--- src/rtl/fetch_pkg.sv ---
`default_nettype none
// +----------------------------------------------------------------------------+
// | Module      : fetch_pkg                                                    |
// | Description : Shared types and constants for the instruction fetch stage:  |
// |               the buffered fetch entry, the fetch FSM state encoding and   |
// |               the NOP used to fill faulting fetch slots.                   |
// | Ports       : none (package)                                               |
// | Revision    : 1.0 - initial release                                        |
// +----------------------------------------------------------------------------+
package fetch_pkg;

  // Default instruction memory word-address width (16 KWords = 64 KiB).
  localparam int IMEM_AW_DEFAULT = 14;

  // RISC-V canonical NOP (addi x0, x0, 0), carried by fault entries.
  localparam logic [31:0] NOP_INSTR = 32'h0000_0013;

  typedef struct packed {
    logic [31:0] pc;
    logic [31:0] instr;
    logic        fault;
  } fetch_entry_t;

  typedef enum logic [0:0] {
    FETCH = 1'b0,
    HALT  = 1'b1
  } fetch_state_e;

endpackage : fetch_pkg
`default_nettype wire

--- src/rtl/fetch_fifo.sv ---
`default_nettype none
// +----------------------------------------------------------------------------+
// | Module      : fetch_fifo                                                   |
// | Description : Small synchronous FIFO of fetch entries between the fetch    |
// |               logic and decode. Flush empties it and wins over push/pop.   |
// | Ports       : clk, rst_n       - clock, synchronous active-low reset       |
// |               push, din        - write an entry (ignored when full unless  |
// |                                  a pop happens in the same cycle)          |
// |               pop              - drop the head entry (ignored when empty)  |
// |               flush            - discard all entries                       |
// |               count/full/empty - occupancy                                 |
// |               head             - oldest entry, read from storage           |
// | Revision    : 1.0 - initial release                                        |
// +----------------------------------------------------------------------------+
module fetch_fifo
  import fetch_pkg::*;
#(
  parameter int DEPTH = 2
) (
  input  logic                     clk,
  input  logic                     rst_n,
  input  logic                     push,
  input  fetch_entry_t             din,
  input  logic                     pop,
  input  logic                     flush,
  output logic [$clog2(DEPTH):0]   count,
  output logic                     full,
  output logic                     empty,
  output fetch_entry_t             head
);

  localparam int PW = $clog2(DEPTH);
  localparam logic [PW:0] C_DEPTH = (PW+1)'(DEPTH);

  fetch_entry_t      r_mem [DEPTH];
  logic [PW-1:0]     r_wptr;
  logic [PW-1:0]     r_rptr;
  logic [PW:0]       r_count;
  logic              w_push;
  logic              w_pop;

  assign w_pop  = pop & ~empty;
  // A full FIFO can still accept a push when the head leaves in the same cycle.
  assign w_push = push & (~full | w_pop);

  always_ff @(posedge clk) begin
    if (!rst_n) begin
      r_wptr  <= '0;
      r_rptr  <= '0;
      r_count <= '0;
      // Cleared so the head reads as all-zero straight out of reset.
      for (int i = 0; i < DEPTH; i++) begin
        r_mem[i] <= '0;
      end
    end else if (flush) begin
      r_wptr  <= '0;
      r_rptr  <= '0;
      r_count <= '0;
    end else begin
      if (w_push) begin
        r_mem[r_wptr] <= din;
        r_wptr        <= r_wptr + 1'b1;
      end
      if (w_pop) begin
        r_rptr <= r_rptr + 1'b1;
      end
      case ({w_push, w_pop})
        2'b10:   r_count <= r_count + 1'b1;
        2'b01:   r_count <= r_count - 1'b1;
        default: r_count <= r_count;
      endcase
    end
  end

  assign count = r_count;
  assign full  = (r_count == C_DEPTH);
  assign empty = (r_count == '0);
  assign head  = r_mem[r_rptr];

endmodule : fetch_fifo
`default_nettype wire

--- src/rtl/instr_fetch.sv ---
`default_nettype none
// +----------------------------------------------------------------------------+
// | Module      : instr_fetch                                                  |
// | Description : Instruction fetch stage. Owns the PC, drives the instruction |
// |               memory address/read enable, captures the same-cycle read     |
// |               data and hands {pc, instr, fault} to decode through a small  |
// |               FIFO. Redirects flush the FIFO and restart fetch; a faulting |
// |               PC queues a single NOP fault entry and halts until redirect. |
// | Ports       : clk, rst_n          - clock, synchronous active-low reset    |
// |               imem_ren/imem_addr  - memory read enable / word address      |
// |               imem_data_i         - combinational read data                |
// |               redirect_valid/_pc  - restart pulse and byte target          |
// |               if_valid/if_ready   - handshake toward decode                |
// |               if_pc/instr/fault   - head entry toward decode               |
// | Revision    : 1.0 - initial release                                        |
// +----------------------------------------------------------------------------+
module instr_fetch
  import fetch_pkg::*;
#(
  parameter logic [31:0] RESET_PC   = 32'h0000_0000,
  parameter int          IMEM_AW    = IMEM_AW_DEFAULT,
  parameter int          FIFO_DEPTH = 2
) (
  input  logic                clk,
  input  logic                rst_n,
  output logic                imem_ren,
  output logic [IMEM_AW-1:0]  imem_addr,
  input  logic [31:0]         imem_data_i,
  input  logic                redirect_valid,
  input  logic [31:0]         redirect_pc,
  output logic                if_valid,
  input  logic                if_ready,
  output logic [31:0]         if_pc,
  output logic [31:0]         if_instr,
  output logic                if_fault
);

  localparam int CW = $clog2(FIFO_DEPTH) + 1;

  fetch_state_e  r_state;
  fetch_state_e  w_state_nxt;
  logic [31:0]   r_pc;
  logic [31:0]   w_pc_nxt;
  logic          w_pc_fault;
  logic          w_pop;
  logic          w_push;
  logic          w_flush;
  fetch_entry_t  w_push_entry;
  fetch_entry_t  w_head;
  logic [CW-1:0] w_count;
  logic          w_full;
  logic          w_empty;

  // Misaligned, or beyond the byte space covered by the instruction memory.
  assign w_pc_fault = (r_pc[1:0] != 2'b00) || ((r_pc >> (IMEM_AW + 2)) != 32'd0);

  assign w_pop     = ~w_empty & if_ready;
  assign imem_addr = r_pc[IMEM_AW+1:2];

  always_ff @(posedge clk) begin
    if (!rst_n) begin
      r_state <= FETCH;
      r_pc    <= RESET_PC;
    end else begin
      r_state <= w_state_nxt;
      r_pc    <= w_pc_nxt;
    end
  end

  always_comb begin
    w_state_nxt        = r_state;
    w_pc_nxt           = r_pc;
    w_push             = 1'b0;
    w_flush            = 1'b0;
    imem_ren           = 1'b0;
    w_push_entry.pc    = r_pc;
    w_push_entry.instr = imem_data_i;
    w_push_entry.fault = 1'b0;

    if (!rst_n) begin
      // The registers take their reset values at this edge; issue nothing.
    end else if (redirect_valid) begin
      w_flush     = 1'b1;
      w_pc_nxt    = redirect_pc;
      w_state_nxt = FETCH;
    end else if ((r_state == FETCH) && (!w_full || w_pop)) begin
      w_push = 1'b1;
      if (w_pc_fault) begin
        // Memory is not read; the PC is frozen so decode sees the bad address.
        w_push_entry.instr = NOP_INSTR;
        w_push_entry.fault = 1'b1;
        w_state_nxt        = HALT;
      end else begin
        imem_ren = 1'b1;
        w_pc_nxt = r_pc + 32'd4;
      end
    end
  end

  fetch_fifo #(
    .DEPTH (FIFO_DEPTH)
  ) u_fifo (
    .clk   (clk),
    .rst_n (rst_n),
    .push  (w_push),
    .din   (w_push_entry),
    .pop   (w_pop),
    .flush (w_flush),
    .count (w_count),
    .full  (w_full),
    .empty (w_empty),
    .head  (w_head)
  );

  assign if_valid = (w_count != '0);
  assign if_pc    = w_head.pc;
  assign if_instr = w_head.instr;
  assign if_fault = w_head.fault;

endmodule : instr_fetch
`default_nettype wire

--- config.mk ---
export PLATFORM = sky130hd
export DESIGN_NAME = instr_fetch
export DESIGN_NICKNAME = d
export VERILOG_FILES = /design/src/rtl/fetch_pkg.sv /design/src/rtl/fetch_fifo.sv /design/src/rtl/instr_fetch.sv
export SDC_FILE = /design/constraint.sdc
export NUM_CORES = 1
export LEC_CHECK = 0
export ABC_CLOCK_PERIOD_IN_PS = 8600
export BUFFER_PORTS_ARGS = -buffer_cell sky130_fd_sc_hd__buf_2
export CAP_MARGIN = 30
export CORE_UTILIZATION = 45
export CTS_CLUSTER_SIZE = 24
export DETAILED_ROUTE_END_ITERATION = 7
export HOLD_SLACK_MARGIN = 0.08
export PLACE_DENSITY = 0.67
export RECOVER_POWER = 50
export SYNTH_ARGS = -nofsm -noshare
export SYNTH_HDL_FRONTEND = slang
export SYNTH_SLANG_ARGS = --single-unit
--- constraint.sdc ---
create_clock -name clk -period 8.6 [get_ports clk]
set_input_delay 0.43 -clock clk [delete_from_list [all_inputs] [get_ports clk]]
set_output_delay 0.43 -clock clk [all_outputs]
set_load 0.03 [all_outputs]
==> impl_metrics.ini, run 1 <==
[min_path]
worstHoldPathType = in2reg
hp-start = redirect_pc[25]
hold_depth = 3

[floorplanning]
core_area_um2 = 16600
die_h_um = 133
die_area_um2 = 17700
ios = 149
die_x_um = 133
start_util_pct = 46.4
rows = 47

[detailed_routing]
wl_met2_mm = 7.93
antenna_left = 0
vias = 5065
firstDrtPassIters = 5
wl_mm = 16.4
wl_met3_mm = 1.19
wl_per_cell_um = 17.3
met1Wirelength_mm = 7.17
vias_per_cell = 5.35
top_layer = met4
drc = 0
drtIter0Drc = 376

[pwr]
switching_share_pct = 24.5
clkPwrFrac_pct = 38.8
p_sw_uw = 457
p_comb_share_pct = 10.6
power_density_nw_per_um2 = 207
power_mw = 1.87
power_frac_seq_pct = 50.7
ir_drop_uv = 120
p_leak_nw = 3.53
internal_power_mw = 1.41

[timing]
fin_worst_skew_ps = 7.53
finalCritPeriodShare_pct = 56.8
relSlewSlack_pct = -96.7
slew_viol_final = 104
setup_viol_count_final = 0
tns_ps = 0
post-route-min-period_ps = 4890
clock.fmax_mhz = 205
rsz0062_at_grt = no
final_hold_viol_count = 0
worst-slew-pin-transition_ps = 2940

[synthesis]
yosysWarnings = 0
synth_edf_count = 130
synth_nets = 664
avgSynthCellArea_um2 = 13.0
async_reset_ff_share_pct = 0
syn-cell-area_um2 = 7720
ys.flop_type = edfxtp_1
synthCells = 594
synth-seq-area-share_pct = 60.4
synth.distinct_cells = 54
ys_ff_latch = 168

[global_route]
grt_pass1_wl_mm = 25.9
grt_util_all_layers_pct = 19.2
grt_pass1_vias = 4899
grt_max_degree = 66
antenna_found_initial = 0
grt_overflow = 0

[place]
portBuffers = 148
routabilityCongestion = 0.908
dp_hpwl_mm = 10.7

[worst_setup_path]
cpPeakStageDelay_ps = 1660
critPathKind = in2reg
reg2regPathDepth = 3
cp_cell_sequence = clkbuf_1, nand2b_1, or4_1, nand2_1
timing.rr.start = u_fifo.count[0]$_SDFFE_PP0P_
endpoint = u_fifo.r_mem[0][41]$_SDFFCE_PN0P_
r2r-end = u_fifo.r_mem[0][41]$_SDFFCE_PN0P_
critPathLaunch = redirect_valid
critPathCaptureType = flip-flop
worstPathRequired_ps = 8080
critPathMaxFanout = 65
cp.arrival_ps = 4360
r2r_slack_ps = 4950
slowest_stage = nand2_1
worst_setup_path_start_kind = primary input

[layout]
antenna_cells = 0
final_nets = 784
regArea_um2 = 4670
drive_above_1_share_pct = 33.1
syn_to_final_growth_pct = 16.9
multi_input_area_um2 = 2780
nFillCells = 1442

[outcome]
failed_checks = capacitance limit, slew limit
outcome = finished, violations left

[cts]
cts_buffers = 17
clkLatencyLatePin_ps = 420
cts_tree = built
cts.repair.resized = 0
clk_pin_slew_ps = 60
clock_sinks = 168
cts_hold_buf = 0
cts_setup_buffers = 0
clk_path_buf_depth = 2
htreeDepth = 4
root_buffer = clkbuf_16

[flow_run]
drv_cap = 2
[cell families after synthesis]
group	count (synthesis)	synth area share [%]
AO/OA/AOI/OAI	54	4.47
AND/OR/NAND/NOR	230	19.1
flip-flops	168	60.4
XOR/XNOR	4	0.454
adder cells (fa/ha/maj)	2	0.324
buffers and inverters	54	3.56
multiplexers	82	11.7
[worst max-delay path, delay by kind of cell]
kind | cells | cell delay, ps
buffers and inverters | 1 | 1440
and+or+nand+nor | 3 | 2450
[layout make-up]
cell class,instances,share of cell area (%)
Inverter,3,0.125
Tap cell,220,3.05
Clock inverter,14,1.45
Multi-Input combinational cell,372,30.8
Timing Repair Buffer,152,8.15
Sequential cell,168,51.7
Clock buffer,18,4.75
[metrics by stage]
stage                     instances  hold slack, ps  setup WS, ps  util [%]  area [um2]
after floorplan                 594             470          5620         -        7720
after CTS                       947             267          5880      54.7        9100
final                           947             278          3710      54.3        9030
after global routing            947             264          3190      54.3        9030
after global placement          914             494          5870      51.2        8530
after detailed placement        915             506          5750      51.3        8540
[per-layer routing]
| layer | track usage, % | vias up |
|---|---|---|
| met3 | 4.83 | 8 |
| met5 | 0 | - |
| met2 | 31.5 | 201 |
| met1 | 25.3 | 2471 |
| li1 | - | 2385 |
| met4 | 5.30 | 0 |
[worst min path at each step]
stage | to | slack, ps
6_report | r_pc[25]$_SDFFE_PN0P_ | 280
5_1_grt | r_pc[25]$_SDFFE_PN0P_ | 260
4_1_cts | r_pc[25]$_SDFFE_PN0P_ | 270
3_5_place_dp | flip-flop | 510
3_3_place_gp | u_fifo.count[1]$_SDFFE_PP0P_ | 490
2_1_floorplan | u_fifo.count[1]$_SDFFE_PP0P_ | 470
[cell usage in the layout (no fill, tap or decap), types with 19 or more instances in the layout]
cell type and n:
clkbuf_1 21, o21ai_0 20, nor2b_1 19, and2_0 62, edfxtp_1 130, mux2_2 65, dfxtp_1 37, and2_1 61
buf_2 132
[sequential cells by signal, indices dropped and copies added, names as in the netlist, named ones only]
| signal | count |
|---|---|
| u_fifo.r_rptr | 1 |
| r_pc | 32 |
| u_fifo.r_wptr | 1 |
| r_state | 1 |
| u_fifo.r_mem | 130 |
| u_fifo.count | 2 |
[synth_stat cells (5+ instances only)]
| master | instances | area share, % |
|---|---|---|
| mux2_2 | 65 | 9.5 |
| dfxtp_1 | 38 | 9.9 |
| nor2b_1 | 19 | 1.5 |
| o21ai_0 | 20 | 1.3 |
| nand4_1 | 12 | 0.97 |
| a31oi_1 | 5 | 0.41 |
| clkbuf_1 | 26 | 1.3 |
| nand2_1 | 6 | 0.29 |
| edfxtp_1 | 130 | 51 |
| and2_1 | 123 | 10 |
| o21a_1 | 6 | 0.58 |
| a211oi_1 | 5 | 0.49 |
| nand3_1 | 8 | 0.52 |
| buf_4 | 16 | 1.6 |
| a21oi_1 | 6 | 0.39 |
| nor2_1 | 15 | 0.73 |
| mux2i_1 | 17 | 2.2 |
| nor4_1 | 5 | 0.41 |
| and3_1 | 5 | 0.41 |
[power by group through the flow]
| stage | Clock [mW] | Combinational, mW | Sequential [mW] |
|---|---|---|---|
| after floorplan | 0 | 0.146 | 0.951 |
| after global placement | 0 | 0.197 | 0.959 |
| after detailed placement | 0 | 0.201 | 0.962 |
| after CTS | 0.734 | 0.202 | 0.945 |
| after global routing | 0.767 | 0.212 | 0.952 |
| final | 0.723 | 0.197 | 0.946 |
(Power assumes the default switching activity.)
==> run 2, diff against run 1 <==
ABC_AREA = 1   (was not set)
ABC_CLOCK_PERIOD_IN_PS = 4700   (was 8600)
clock period = 4.7 ns   (was 8.6 ns; I/O delays follow)
==> run 2 against run 1 <==
  * Die area up 0.73%
  * Total power up 90%
  * Sequential power up 82%
  * Routed wire length down 1.7%
  * Combinational power up 110%
  * The flow still finishes with violations (capacitance limit, slew limit)
  * Count of clock-buffer cells in the layout up 5
  * Critical path type unchanged
==> impl_metrics.ini, run 2 <==
[outcome]
outcome = finished, violations left
failed_checks = capacitance limit, slew limit

[synthesis]
synth.area.top_cells = edfxtp_1, dfxtp_1, mux2_2, nor2_4, nand2_1
synthAdderAreaFrac_pct = 0.322
ys.flop_type = edfxtp_1
async_reset_ff_share_pct = 0
synth_top_family_by_area = simple AND/OR/NAND/NOR gates
synth_most_common_cell = edfxtp_1
synth_compound_area_share_pct = 3.92
synth_xor_xnor_area_share_pct = 0.788
synth-seq-area-share_pct = 60.0
synth_nets = 777
synth_top_area_share_pct = 50.2
synth.distinct_cells = 27
yosysWarnings = 0
synthCells = 707
synth_edf_count = 130
syn-cell-area_um2 = 7780
ys_ff_latch = 168
synth-simple-area-share_pct = 17.6
avgSynthCellArea_um2 = 11.0
synthMuxAreaShare_pct = 9.41
ys_top_cells_by_count = edfxtp_1, nand2_1, inv_1
yosysTopAreaCell = edfxtp_1

[layout]
largest_reg_flops = 130
nFillCells = 1474
syn_to_final_growth_pct = 18.1
mostFrequentLayoutCell = buf_2
drive_above_1_share_pct = 31.4
antenna_cells = 0
final_cell_mix = buf_2, edfxtp_1, nand2_1
final_nets = 904
largest-register = u_fifo.r_mem

[detailed_routing]
firstDrtPassIters = 4
wl_per_cell_um = 15.1
vias = 5233
vias_per_cell = 4.90
drc = 0
antenna_left = 0
wl_mm = 16.1
drtIter0Drc = 364

[timing]
clock.fmax_mhz = 315
worst-slew-pin-transition_ps = 1680
relSlewSlack_pct = -12.5
slew_viol_final = 66
fin_worst_skew_ps = 10.3
finalCritPeriodShare_pct = 67.5
final_hold_viol_count = 0
post-route-min-period_ps = 3170
tns_ps = 0
setup_viol_count_final = 0
rsz0062_at_grt = no

[global_route]
grt_util_all_layers_pct = 18.9
grt_overflow = 0
grt_pass1_vias = 5029
antenna_found_initial = 0
grt_pass1_wl_mm = 25.5
grt_max_degree = 66

[cts]
clock_sinks = 168
cts_tree = built
root_buffer = clkbuf_16
cts_buffers = 17
htreeDepth = 4
clk_pin_slew_ps = 70
clkLatencyLatePin_ps = 420
clk_path_buf_depth = 2

[floorplanning]
die_area_um2 = 17800
die_x_um = 133
start_util_pct = 46.4
core_area_um2 = 16800
die_h_um = 133
ios = 149
rows = 47

[worst_setup_path]
worst_setup_path_start_kind = primary input
critPathMaxFanout = 65
critPathCaptureType = flip-flop
critPathKind = in2reg
worstPathRequired_ps = 4710
cp_cell_sequence = clkbuf_1, inv_2, nor2_1, inv_1, nor2_1, nand2_1, nand2_2
cp.arrival_ps = 3180
slowest_stage = nand2_2
cp_common_cell = nor2_1
cpPeakStageDelay_ps = 1210

[place]
routabilityCongestion = 0.790
portBuffers = 148
dp_hpwl_mm = 10.1

[pwr]
ir_drop_uv = 255
p_leak_nw = 3.73
power_density_nw_per_um2 = 386
power_mw = 3.54

[flow_run]
drv_cap = 1

[min_path]
worstHoldPathType = in2reg
run 2: cell types whose count changed in the layout (fill, tap and decap cells not counted), moves of 57 or more:
| cell | delta |
|---|---|
| nand2_1 | +80 |
| and2_1 | -61 |
| inv_1 | +74 |
| and2_0 | -62 |
| nor2_1 | +58 |
| nor3_1 | +57 |
run 2: worst paths after layout:
kind,startpoint,depth (start not counted),slack (ps),endpoint
min reg2reg,u_fifo.r_rptr$_SDFFE_PP0P_,1,450,flip-flop
max reg2reg,u_fifo.count[0]$_SDFFE_PP0P_,6,2150,u_fifo.r_mem[1][24]$_SDFFCE_PN0P_
min,redirect_pc[22],3,120,r_pc[22]$_SDFFE_PN0P_
max,rst_n,7,1530,u_fifo.r_mem[1][24]$_SDFFCE_PN0P_
run 2: power breakdown:
group | leakage [nW] | total [mW] | switching (mW) | internal, mW
Clock | 0.307 | 1.41 | 0.579 | 0.827
Sequential | 1.67 | 1.72 | 0.0372 | 1.69
Combinational | 1.75 | 0.414 | 0.286 | 0.128
Total | 3.73 | 3.54 | 0.902 | 2.64
run 2: cells by family (layout without fill, tap and decap cells):
kind of cell / count (synthesis) / in the layout
AOI/OAI and AO/OA: 60 / 60
muxes: 65 / 65
xor gates and xnor gates: 7 / 7
and+or+nand+nor: 272 / 272
DFF: 168 / 168
adders and majority gates: 2 / 2
buffers and inverters: 133 / 273
run 2: per-layer routing:
layer | vias up | wire [um] | track usage (%)
met4 | 0 | 160 | 6.82
li1 | 2623 | - | -
met2 | 174 | 7760 | 31.1
met1 | 2424 | 7340 | 24.4
met5 | - | 0 | 0
met3 | 12 | 867 | 4.15
run 2: what timing repair did:
action | CTS | global route
gates resized for setup | 0 | 0
buffers inserted | 0 | 0
endpoints found under the hold margin | 11 | 0
endpoints found under the setup margin | 0 | 0
hold buffers | 11 | 0
run 2: stage by stage:
stage | hold WS [ps] | utilization, % | area, um2 | instances | setup slack [ps]
after detailed placement | 441 | 50.8 | 8510 | 1024 | 1790
after floorplan | 373 | - | 7780 | 707 | 1510
after CTS | 100 | 55.1 | 9240 | 1067 | 2220
after global placement | 429 | 50.8 | 8510 | 1024 | 1830
final | 116 | 54.8 | 9190 | 1067 | 1530
after global routing | 115 | 54.8 | 9190 | 1067 | 1220
run 2: critical path: cells and delay by family:
| kind | cells | cell delay (ps) |
|---|---|---|
| simple gates | 4 | 1790 |
| buf+inv | 3 | 1110 |
run 2: final cells by class:
cell class	instances	area (um2)	share of cell area (%)
clock buffer	23	543	5.91
sequential	168	4670	50.8
tap	220	275	3.00
inverter	80	300	3.27
multi-input combinational	406	2490	27.1
clock inverter	9	71.3	0.776
timing repair buffer	161	842	9.16
==> run 3, diff against run 2 <==
ABC_CLOCK_PERIOD_IN_PS = 2900   (was 4700)
PLACE_DENSITY = 0.7   (was 0.67)
clock period = 2.9 ns   (was 4.7 ns; I/O delays follow)
==> run 3 against run 2 <==
  * The run now ends clean
  * Flip-flop and latch count did not move
  * Largest cell class unchanged
  * Worst setup slack got worse by 990 ps
  * First-iteration DRC count fell by 26%
  * Clock skew rose by 0.90 ps
  * Largest power group unchanged
  * Combinational power rose by 75%
  * Die area did not move
  * Routed wire length rose by 2.3%
==> impl_metrics.ini, run 3 (synthesis results as in run 2) <==
[timing]
final_hold_viol_count = 0
tns_ps = 0
rsz0062_at_grt = no
slew_viol_final = 0
setup_viol_count_final = 0
finalCritPeriodShare_pct = 81.3
worst-slew-pin-transition_ps = 1040
fin_worst_skew_ps = 11.2
clock.fmax_mhz = 424
post-route-min-period_ps = 2360
relSlewSlack_pct = 30.8

[flow_run]
drv_cap = 0

[pwr]
p_leak_nw = 3.83
power_density_nw_per_um2 = 585
ir_drop_uv = 416

[global_route]
grt_overflow = 0
grt_pass1_vias = 5298
grt_pass1_wl_mm = 26.4
grt_util_all_layers_pct = 19.5
antenna_found_initial = 0
grt_max_degree = 66

[layout]
syn_to_final_growth_pct = 21.9
finish.utilization_pct = 56.6
nFillCells = 1439
final_nets = 940
largest_reg_flops = 130
largest-register = u_fifo.r_mem
multi_input_area_um2 = 2490
mostFrequentLayoutCell = edfxtp_1
antenna_cells = 0
regArea_um2 = 4670
drive_above_1_share_pct = 30.0
final_cell_mix = edfxtp_1, buf_2, nand2_1

[floorplanning]
die_area_um2 = 17800
start_util_pct = 46.4
die_h_um = 133
die_x_um = 133
rows = 47
core_area_um2 = 16800
ios = 149

[worst_setup_path]
cp.arrival_ps = 2520
worst_setup_path_start_kind = primary input
critPathKind = in2reg
critPathCaptureType = flip-flop
critPathMaxFanout = 26
worstPathRequired_ps = 3060

[detailed_routing]
wl_mm = 16.5
antenna_left = 0
drc = 0
drtIter0Drc = 268
wl_per_cell_um = 15.0
firstDrtPassIters = 5
vias_per_cell = 4.92
vias = 5423

[place]
portBuffers = 148
dp_hpwl_mm = 10.7
routabilityCongestion = 0.832

[cts]
cts_buffers = 17
cts_setup_buffers = 0
clk_path_buf_depth = 2
root_buffer = clkbuf_16
cts_tree = built
cts.repair.resized = 0
clock_sinks = 168
htreeDepth = 4
clkLatencyLatePin_ps = 420
clk_pin_slew_ps = 60

[min_path]
worstHoldPathType = in2reg

[outcome]
outcome = completed
[run 3: stage by stage]
step           std cells  setup WS [ps]  power, mW  hold WS (ps)  area (um2)
6_report            1103            542       5.55          95.4        9490
5_1_grt             1103            343       5.76          86.2        9490
4_1_cts             1102            685       5.60          81.4        9550
3_5_place_dp        1036            853       3.54           403        8680
3_3_place_gp        1036            891       3.53           403        8680
2_1_floorplan        707            367       3.34           283        7780
[run 3: final timing paths]
check,start,to,cells after the start,slack (ps)
setup / recovery,redirect_valid,u_fifo.r_mem[1][29]$_SDFFCE_PN0P_,7,540
hold reg to reg,u_fifo.r_rptr$_SDFFE_PP0P_,flip-flop,1,450
hold / removal,imem_data_i[3],u_fifo.r_mem[0][4]$_SDFFCE_PN0P_,3,100
setup reg to reg,u_fifo.count[0]$_SDFFE_PP0P_,u_fifo.r_mem[1][29]$_SDFFCE_PN0P_,7,690
[run 3: worst max-delay path, cell delays in order]
cell      delay, ps
clkbuf_1        750
nor2_1          210
inv_1           250
nor2_4           70
nand2_1          80
nand2_1         530
buf_4           460
[run 3: layout make-up]
class	count	area share [%]
Timing Repair Buffer	197	12.9
Tap cell	220	2.90
Clock buffer	21	4.85
Inverter	80	3.17
Sequential cell	168	49.2
Multi-Input combinational cell	406	26.2
Clock inverter	11	0.778
[run 3: repair_timing]
action / 4_1_cts / 5_1_grt
endpoints found under the setup margin: 0 / 0
hold buffers: 34 / 1
hold endpoints to repair: 37 / 1
[run 3: routing by layer]
metal	up-vias	global-route usage, %	share of wire [%]
li1	2695	-	-
met1	2521	24.9	44
met2	188	32.3	48
met3	19	5.40	6.8
met4	0	5.74	1.2
met5	-	0	0
[run 3: report_power, final]
| part | switching (mW) | internal (mW) | leakage [nW] |
|---|---|---|---|
| clock | 0.902 | 1.14 | 0.251 |
| combinational | 0.478 | 0.247 | 1.91 |
| sequential | 0.0573 | 2.73 | 1.67 |
| total | 1.44 | 4.11 | 3.83 |
